[config.mk]
export PLATFORM = sky130hd
export DESIGN_NAME = unsigned_radix_divider_flat
export DESIGN_NICKNAME = d
export VERILOG_FILES = /design/src/rtl/unsigned_radix_divider_pkg.sv /design/src/rtl/unsigned_radix_divider_if.sv /design/src/rtl/unsigned_radix_divider_radix_digit_select.sv /design/src/rtl/unsigned_radix_divider.sv /design/src/flat_wrapper.sv
export SDC_FILE = /design/constraint.sdc
export NUM_CORES = 1
export LEC_CHECK = 0
export ABC_AREA = 1
export BUFFER_PORTS_ARGS = -buffer_cell sky130_fd_sc_hd__buf_2
export CAP_MARGIN = 10
export CORE_MARGIN = 2
export CORE_UTILIZATION = 25
export CTS_CLUSTER_SIZE = 8
export DETAILED_ROUTE_END_ITERATION = 6
export GPL_TIMING_DRIVEN = 0
export MAX_ROUTING_LAYER = met4
export SYNTH_ARGS = -nofsm -noshare
export SYNTH_HDL_FRONTEND = slang
export SYNTH_SLANG_ARGS = --single-unit
export TNS_END_PERCENT = 100
[constraint.sdc]
create_clock -name clk -period 7.9 [get_ports clk]
set_clock_uncertainty 0.15 [all_clocks]
set_input_delay 0.79 -clock clk [delete_from_list [all_inputs] [get_ports clk]]
set_output_delay 0.79 -clock clk [all_outputs]
set_load 0.005 [all_outputs]
[src/rtl/unsigned_radix_divider_pkg.sv]
// rtl/unsigned_radix_divider_pkg.sv - shared types and sizing helpers for the radix divider
package unsigned_radix_divider_pkg;

    typedef enum logic [1:0] {
        IDLE   = 2'd0,
        DIVIDE = 2'd1,
        DONE   = 2'd2
    } divider_state_t;

    // Width of the iteration counter and of the CLZ inputs.
    function automatic int div_count_w(input int data_width);
        return $clog2(data_width);
    endfunction

endpackage

[src/rtl/unsigned_radix_divider_if.sv]
// rtl/unsigned_radix_divider_if.sv - requester/divider handshake and operand bundle
// master: requester side (drives start, operands, abort; receives ready, done, results)
// slave : divider side
interface unsigned_radix_divider_if #(
    parameter int DATA_WIDTH = 32
);
    import unsigned_radix_divider_pkg::*;

    localparam int CLZ_W = div_count_w(DATA_WIDTH);

    logic                  start;
    logic [DATA_WIDTH-1:0] dividend;
    logic [CLZ_W-1:0]      dividend_CLZ;
    logic [DATA_WIDTH-1:0] divisor;
    logic [CLZ_W-1:0]      divisor_CLZ;
    logic                  divisor_is_zero;
    logic                  abort;
    logic                  ready;
    logic                  done;
    logic [DATA_WIDTH-1:0] quotient;
    logic [DATA_WIDTH-1:0] remainder;

    modport master (
        output start, dividend, dividend_CLZ, divisor, divisor_CLZ, divisor_is_zero, abort,
        input  ready, done, quotient, remainder
    );

    modport slave (
        input  start, dividend, dividend_CLZ, divisor, divisor_CLZ, divisor_is_zero, abort,
        output ready, done, quotient, remainder
    );

endinterface

[src/rtl/unsigned_radix_divider_radix_digit_select.sv]
// rtl/unsigned_radix_divider_radix_digit_select.sv - one quotient digit and partial remainder per call
// rem_i   : current partial remainder
// d_i     : aligned divisor for this digit position
// digit_o : largest k with k*d_i <= rem_i
// rem_o   : rem_i - digit_o*d_i
module radix_digit_select #(
    parameter int DATA_WIDTH = 32,
    parameter int RADIX_BITS = 2
) (
    input  logic [DATA_WIDTH-1:0]            rem_i,
    input  logic [DATA_WIDTH+RADIX_BITS-2:0] d_i,
    output logic [RADIX_BITS-1:0]            digit_o,
    output logic [DATA_WIDTH-1:0]            rem_o
);

    localparam int DW  = DATA_WIDTH + RADIX_BITS - 1;
    localparam int XW  = DW + RADIX_BITS;
    localparam int NUM = (1 << RADIX_BITS) - 1;

    logic [XW-1:0] mult [1:NUM];
    logic [XW-1:0] sel;

    always_comb begin
        // Multiples built by shift (even) and add (odd) so no multiplier is inferred.
        for (int j = 1; j <= NUM; j++) begin
            if (j == 1) begin
                mult[j] = XW'(d_i);
            end else if ((j % 2) == 0) begin
                mult[j] = mult[j/2] << 1;
            end else begin
                mult[j] = mult[j-1] + mult[1];
            end
        end

        // Multiples rise with j, so the last passing compare is the largest digit.
        digit_o = '0;
        sel     = '0;
        for (int j = 1; j <= NUM; j++) begin
            if (mult[j] <= XW'(rem_i)) begin
                digit_o = RADIX_BITS'(j);
                sel     = mult[j];
            end
        end

        rem_o = DATA_WIDTH'(XW'(rem_i) - sel);
    end

endmodule

[src/rtl/unsigned_radix_divider.sv]
// rtl/unsigned_radix_divider.sv - iterative unsigned divider retiring RADIX_BITS quotient bits per cycle
// clk    : clock
// rst    : asynchronous active-high reset
// div_if : slave side of the requester handshake (start/abort/operands in, ready/done/results out)
module unsigned_radix_divider
    import unsigned_radix_divider_pkg::*;
#(
    parameter int DATA_WIDTH = 32,
    parameter int RADIX_BITS = 2
) (
    input  logic                      clk,
    input  logic                      rst,
    unsigned_radix_divider_if.slave   div_if
);

    localparam int DIV_COUNT_W = div_count_w(DATA_WIDTH);
    localparam int DW          = DATA_WIDTH + RADIX_BITS - 1;
    // Dividing by RADIX_BITS (1 or 2) is a shift by 0 or 1.
    localparam int RSH         = (RADIX_BITS == 2) ? 1 : 0;

    divider_state_t         state_q, state_d;
    logic [DIV_COUNT_W-1:0] count_q, count_d;
    logic [DW-1:0]          d_q, d_d;
    logic [DATA_WIDTH-1:0]  rem_q, rem_d;
    logic [DATA_WIDTH-1:0]  q_q, q_d;

    logic [RADIX_BITS-1:0]  digit;
    logic [DATA_WIDTH-1:0]  rem_next;
    logic                   accept;
    logic [DIV_COUNT_W-1:0] shift;
    logic [DIV_COUNT_W-1:0] iters;

    radix_digit_select #(
        .DATA_WIDTH (DATA_WIDTH),
        .RADIX_BITS (RADIX_BITS)
    ) u_digit (
        .rem_i   (rem_q),
        .d_i     (d_q),
        .digit_o (digit),
        .rem_o   (rem_next)
    );

    assign div_if.ready     = (state_q != DIVIDE);
    assign div_if.done      = (state_q == DONE);
    assign div_if.quotient  = q_q;
    assign div_if.remainder = rem_q;

    assign accept = div_if.start && (state_q != DIVIDE) && !div_if.abort;

    // Only meaningful on the normal path, where divisor_CLZ >= dividend_CLZ.
    // iters = C-1 = floor(shift / RADIX_BITS); initial alignment is iters*RADIX_BITS.
    assign shift = div_if.divisor_CLZ - div_if.dividend_CLZ;
    assign iters = shift >> RSH;

    always_comb begin
        state_d = state_q;
        count_d = count_q;
        d_d     = d_q;
        rem_d   = rem_q;
        q_d     = q_q;

        case (state_q)
            IDLE, DONE: begin
                if (accept) begin
                    rem_d = div_if.dividend;
                    if (div_if.divisor_is_zero) begin
                        q_d     = '1;
                        state_d = DONE;
                    end else if (div_if.divisor_CLZ < div_if.dividend_CLZ) begin
                        q_d     = '0;
                        state_d = DONE;
                    end else begin
                        q_d     = '0;
                        count_d = iters;
                        d_d     = DW'(div_if.divisor) << (iters << RSH);
                        state_d = DIVIDE;
                    end
                end else begin
                    state_d = IDLE;
                end
            end
            DIVIDE: begin
                rem_d = rem_next;
                q_d   = (q_q << RADIX_BITS) | DATA_WIDTH'(digit);
                d_d   = d_q >> RADIX_BITS;
                if (count_q == '0) begin
                    state_d = DONE;
                end else begin
                    count_d = count_q - DIV_COUNT_W'(1);
                end
            end
            default: state_d = IDLE;
        endcase

        // Flush wins from any state; a DONE result is already visible this cycle.
        if (div_if.abort) begin
            state_d = IDLE;
        end
    end

    always_ff @(posedge clk or posedge rst) begin
        if (rst) begin
            state_q <= IDLE;
            count_q <= '0;
            d_q     <= '0;
            rem_q   <= '0;
            q_q     <= '0;
        end else begin
            state_q <= state_d;
            count_q <= count_d;
            d_q     <= d_d;
            rem_q   <= rem_d;
            q_q     <= q_d;
        end
    end

endmodule
[src/flat_wrapper.sv]
// flat-port wrapper written by rule: the top's interface ports become plain ports
module unsigned_radix_divider_flat import unsigned_radix_divider_pkg::*;
#(
    parameter int DATA_WIDTH = 32,
    parameter int RADIX_BITS = 2
)
  (clk, rst, div_if_start, div_if_dividend, div_if_dividend_CLZ, div_if_divisor, div_if_divisor_CLZ, div_if_divisor_is_zero, div_if_abort, div_if_ready, div_if_done, div_if_quotient, div_if_remainder);
  unsigned_radix_divider_if #(.DATA_WIDTH(DATA_WIDTH)) div_if_i ();
  input  logic clk;
  input  logic rst;
  input wire logic [$bits(div_if_i.start)-1:0] div_if_start;
  input wire logic [$bits(div_if_i.dividend)-1:0] div_if_dividend;
  input wire logic [$bits(div_if_i.dividend_CLZ)-1:0] div_if_dividend_CLZ;
  input wire logic [$bits(div_if_i.divisor)-1:0] div_if_divisor;
  input wire logic [$bits(div_if_i.divisor_CLZ)-1:0] div_if_divisor_CLZ;
  input wire logic [$bits(div_if_i.divisor_is_zero)-1:0] div_if_divisor_is_zero;
  input wire logic [$bits(div_if_i.abort)-1:0] div_if_abort;
  output wire logic [$bits(div_if_i.ready)-1:0] div_if_ready;
  output wire logic [$bits(div_if_i.done)-1:0] div_if_done;
  output wire logic [$bits(div_if_i.quotient)-1:0] div_if_quotient;
  output wire logic [$bits(div_if_i.remainder)-1:0] div_if_remainder;
  assign div_if_i.start = div_if_start;
  assign div_if_i.dividend = div_if_dividend;
  assign div_if_i.dividend_CLZ = div_if_dividend_CLZ;
  assign div_if_i.divisor = div_if_divisor;
  assign div_if_i.divisor_CLZ = div_if_divisor_CLZ;
  assign div_if_i.divisor_is_zero = div_if_divisor_is_zero;
  assign div_if_i.abort = div_if_abort;
  assign div_if_ready = div_if_i.ready;
  assign div_if_done = div_if_i.done;
  assign div_if_quotient = div_if_i.quotient;
  assign div_if_remainder = div_if_i.remainder;
  unsigned_radix_divider #(.DATA_WIDTH(DATA_WIDTH), .RADIX_BITS(RADIX_BITS)) u_core (.clk(clk), .rst(rst), .div_if(div_if_i));
endmodule
==> impl_metrics.yaml <==
clocking:
  clockRootBuffer: "clkbuf_16"
  post_cts_buffers: 0
  ctsHtreeMaxLevel: 3
  cts_tree: "built"
  clock-sinks: 104
  clk_path_buf_depth: 2
  insertion_delay_ns: 0.39
  cts_buffers: 9
  path_clk_slew_ns: 0.08
hold_path:
  hold_path_class: "register to register"
  holdPathStages: 2
logic_synthesis:
  synth_cell_types: 50
  synth_top_area_share_pct: 21.7
  synth_edf_count: 0
  yosys-top-cells-count: "nand2_1, inv_1, ha_1"
  syn_area_um2: 12000
  yosysWarnings: 0
  synth_nets: 2040
  synthCells: 1792
  ys_seq_elements: 104
  post_synth.cell_area_avg_um2: 6.69
  synth_most_common_cell: "nand2_1"
  yosysSeqAreaShare_pct: 21.7
  synthTopCellsByArea: "dfrtp_1, ha_1, nand2_1"
  synth_ff_type: "dfrtp_1"
  async_flop_share_pct: 100
  synth_top_cell_by_area: "dfrtp_1"
drt:
  first_iter_violations: 1122
  wirelength_um: 47000
  via_per_inst: 5.13
  first_pass_iters: 5
  drt-wirelength-per-cell_um: 18.3
  detail-route-antenna-nets: 0
  vias: 13190
  drcViolationCount: 0
sta:
  min_period_ns: 7.27
  tightest_slew_ns: 1.16
  hold_viol_final: 0
  maxSlewHeadroom_pct: 22.4
  max_freq_ghz: 0.138
  setup_violations: 0
  maxSlewViolCount: 0
  rsz0062_at_grt: "no"
  period_share_pct: 92.0
  fin_tns_setup_ns: 0
global_route:
  grt_max_degree: 56
  grt_usage_pct: 19.2
  first_global_vias: 12554
  antenna_found_initial: 1
  grt_pass1_wl_um: 71400
  grt_overflow: 0
cells_and_area:
  syn_to_final_growth_pct: 15.2
  fin_area_um2: 13800
  multi_input_area_um2: 8420
  drive_above_1_share_pct: 10.4
  register_area_um2: 2600
  layout.nets: 2196
  fill_cells: 5242
setup_path:
  startpoint_type: "register"
  cp_common_cell: "nand2_1"
  crit_path_top_delay_cell: "or3b_2"
  worstSetupPathType: "register to register"
  crit_arrival_ns: 7.36
  endpoint_kind: "register"
  path_max_fanout: 10
  reg2regPathDepth: 38
  cp.required_ns: 7.99
  slowest_delay_ns: 0.53
place:
  hpwl_um: 39200
  gp_congestion: 0.936
  place_area_um2: 13500
  portBuffers: 144
die:
  die_area_um2: 49700
  ios: 145
  start_util_pct: 25.2
  die_w_um: 223
  fp.dieH_um: 223
  fp-row-count: 80
  core_um2: 47500
job:
  max-cap-violations: 0
status:
  status: "complete, no violations"
-- flip-flops by register name, summed over array words and instances (netlist names) --
register	cells
u_core.count_q	5
u_core.d_q	33
u_core.div_if.quotient	32
u_core.div_if.remainder	32
u_core.state_q	2
-- cell usage in the layout (no fill, tap or decap), types with 5 or more instances in the layout --
cell type and n:
mux2i_1 5, o22ai_1 18, dfrtp_1 104, nand3_1 88
inv_1 182, buf_1 6, or2_2 5, inv_2 5
xor2_1 25, o21bai_1 9, a21o_1 8, a31oi_1 14
clkbuf_1 46, a221oi_1 6, nor3_1 16, o21ai_1 47
nor4_1 9, a21oi_1 143, nand4_1 18, buf_2 156
a22oi_1 12, clkbuf_16 9, o21a_1 6, o221ai_1 36
nor2_1 131, o21ai_0 144, o211ai_1 22, nand2_1 453
ha_1 166, xnor2_1 21
-- metrics by stage --
stage	hold WS, ns	util (%)	cells	setup WS [ns]
after floorplan	0.326	-	1792	2.10
after global placement	0.315	28.3	2551	0.463
after detailed placement	0.323	28.4	2552	0.450
after CTS	0.343	29.0	2568	0.406
after global routing	0.358	29.0	2569	0.0962
final	0.331	29.0	2569	0.632
-- worst max-delay path: cells and delay by family (launching register included) --
family / cells / cell delay [ns]
flip-flops: 1 / 0.46
AND/OR/NAND/NOR: 18 / 2.29
buffers and inverters: 4 / 0.44
AO/OA/AOI/OAI: 10 / 2.02
XOR/XNOR: 1 / 0.15
adder cells (fa/ha/maj): 5 / 1.59
-- layer usage --
layer  vias up  GRT usage, %  share of wire [%]
li1       6463             -                  -
met1      6257          26.4                 48
met2       414          29.2                 44
met3        56          2.32                5.4
met4         0          6.43                3.1
met5         -             -                  0
-- cells by family after synthesis --
| kind of cell | Yosys count | synth area share, % |
|---|---|---|
| adders and majority gates | 169 | 17.8 |
| buffers and inverters | 254 | 8.11 |
| DFF | 104 | 21.7 |
| muxes | 5 | 0.418 |
| and+or+nand+nor | 737 | 25.4 |
| xor gates and xnor gates | 47 | 3.50 |
| AOI/OAI and AO/OA | 476 | 23.0 |
-- worst paths after layout --
check / end / start / slack [ns]
setup / recovery: u_core.div_if.remainder[22]$_DFFE_PP0P_ / u_core.d_q[1]$_DFFE_PP0P_ / 0.63
min in group asynchronous: u_core.div_if.quotient[15]$_DFFE_PP0P_ / rst / 0.39
setup reg to reg: u_core.div_if.remainder[22]$_DFFE_PP0P_ / u_core.d_q[1]$_DFFE_PP0P_ / 0.63
max in group asynchronous: u_core.div_if.remainder[4]$_DFFE_PP0P_ / rst / 6.47
hold reg to reg: u_core.div_if.quotient[31]$_DFFE_PP0P_ / u_core.div_if.quotient[31]$_DFFE_PP0P_ / 0.33
hold / removal: u_core.div_if.quotient[31]$_DFFE_PP0P_ / u_core.div_if.quotient[31]$_DFFE_PP0P_ / 0.33
-- what timing repair did --
item                       CTS  global route
hold buffers                 0             0
setup endpoints to repair    0             5
resized for setup            0             2
-- area by class of cell --
| cell class | count | area share (%) |
|---|---|---|
| timing repair buffer | 145 | 5.42 |
| tap | 615 | 5.57 |
| sequential | 104 | 18.8 |
| clock inverter | 7 | 0.516 |
| buffer | 65 | 1.90 |
| clock buffer | 9 | 1.63 |
| inverter | 189 | 5.16 |
| multi-input combinational | 1434 | 60.9 |
| antenna | 1 | 0.0181 |
Power is left out: the tool's default activity adds up to more than one toggle a clock period on the data nets, which glitch-free logic cannot reach.
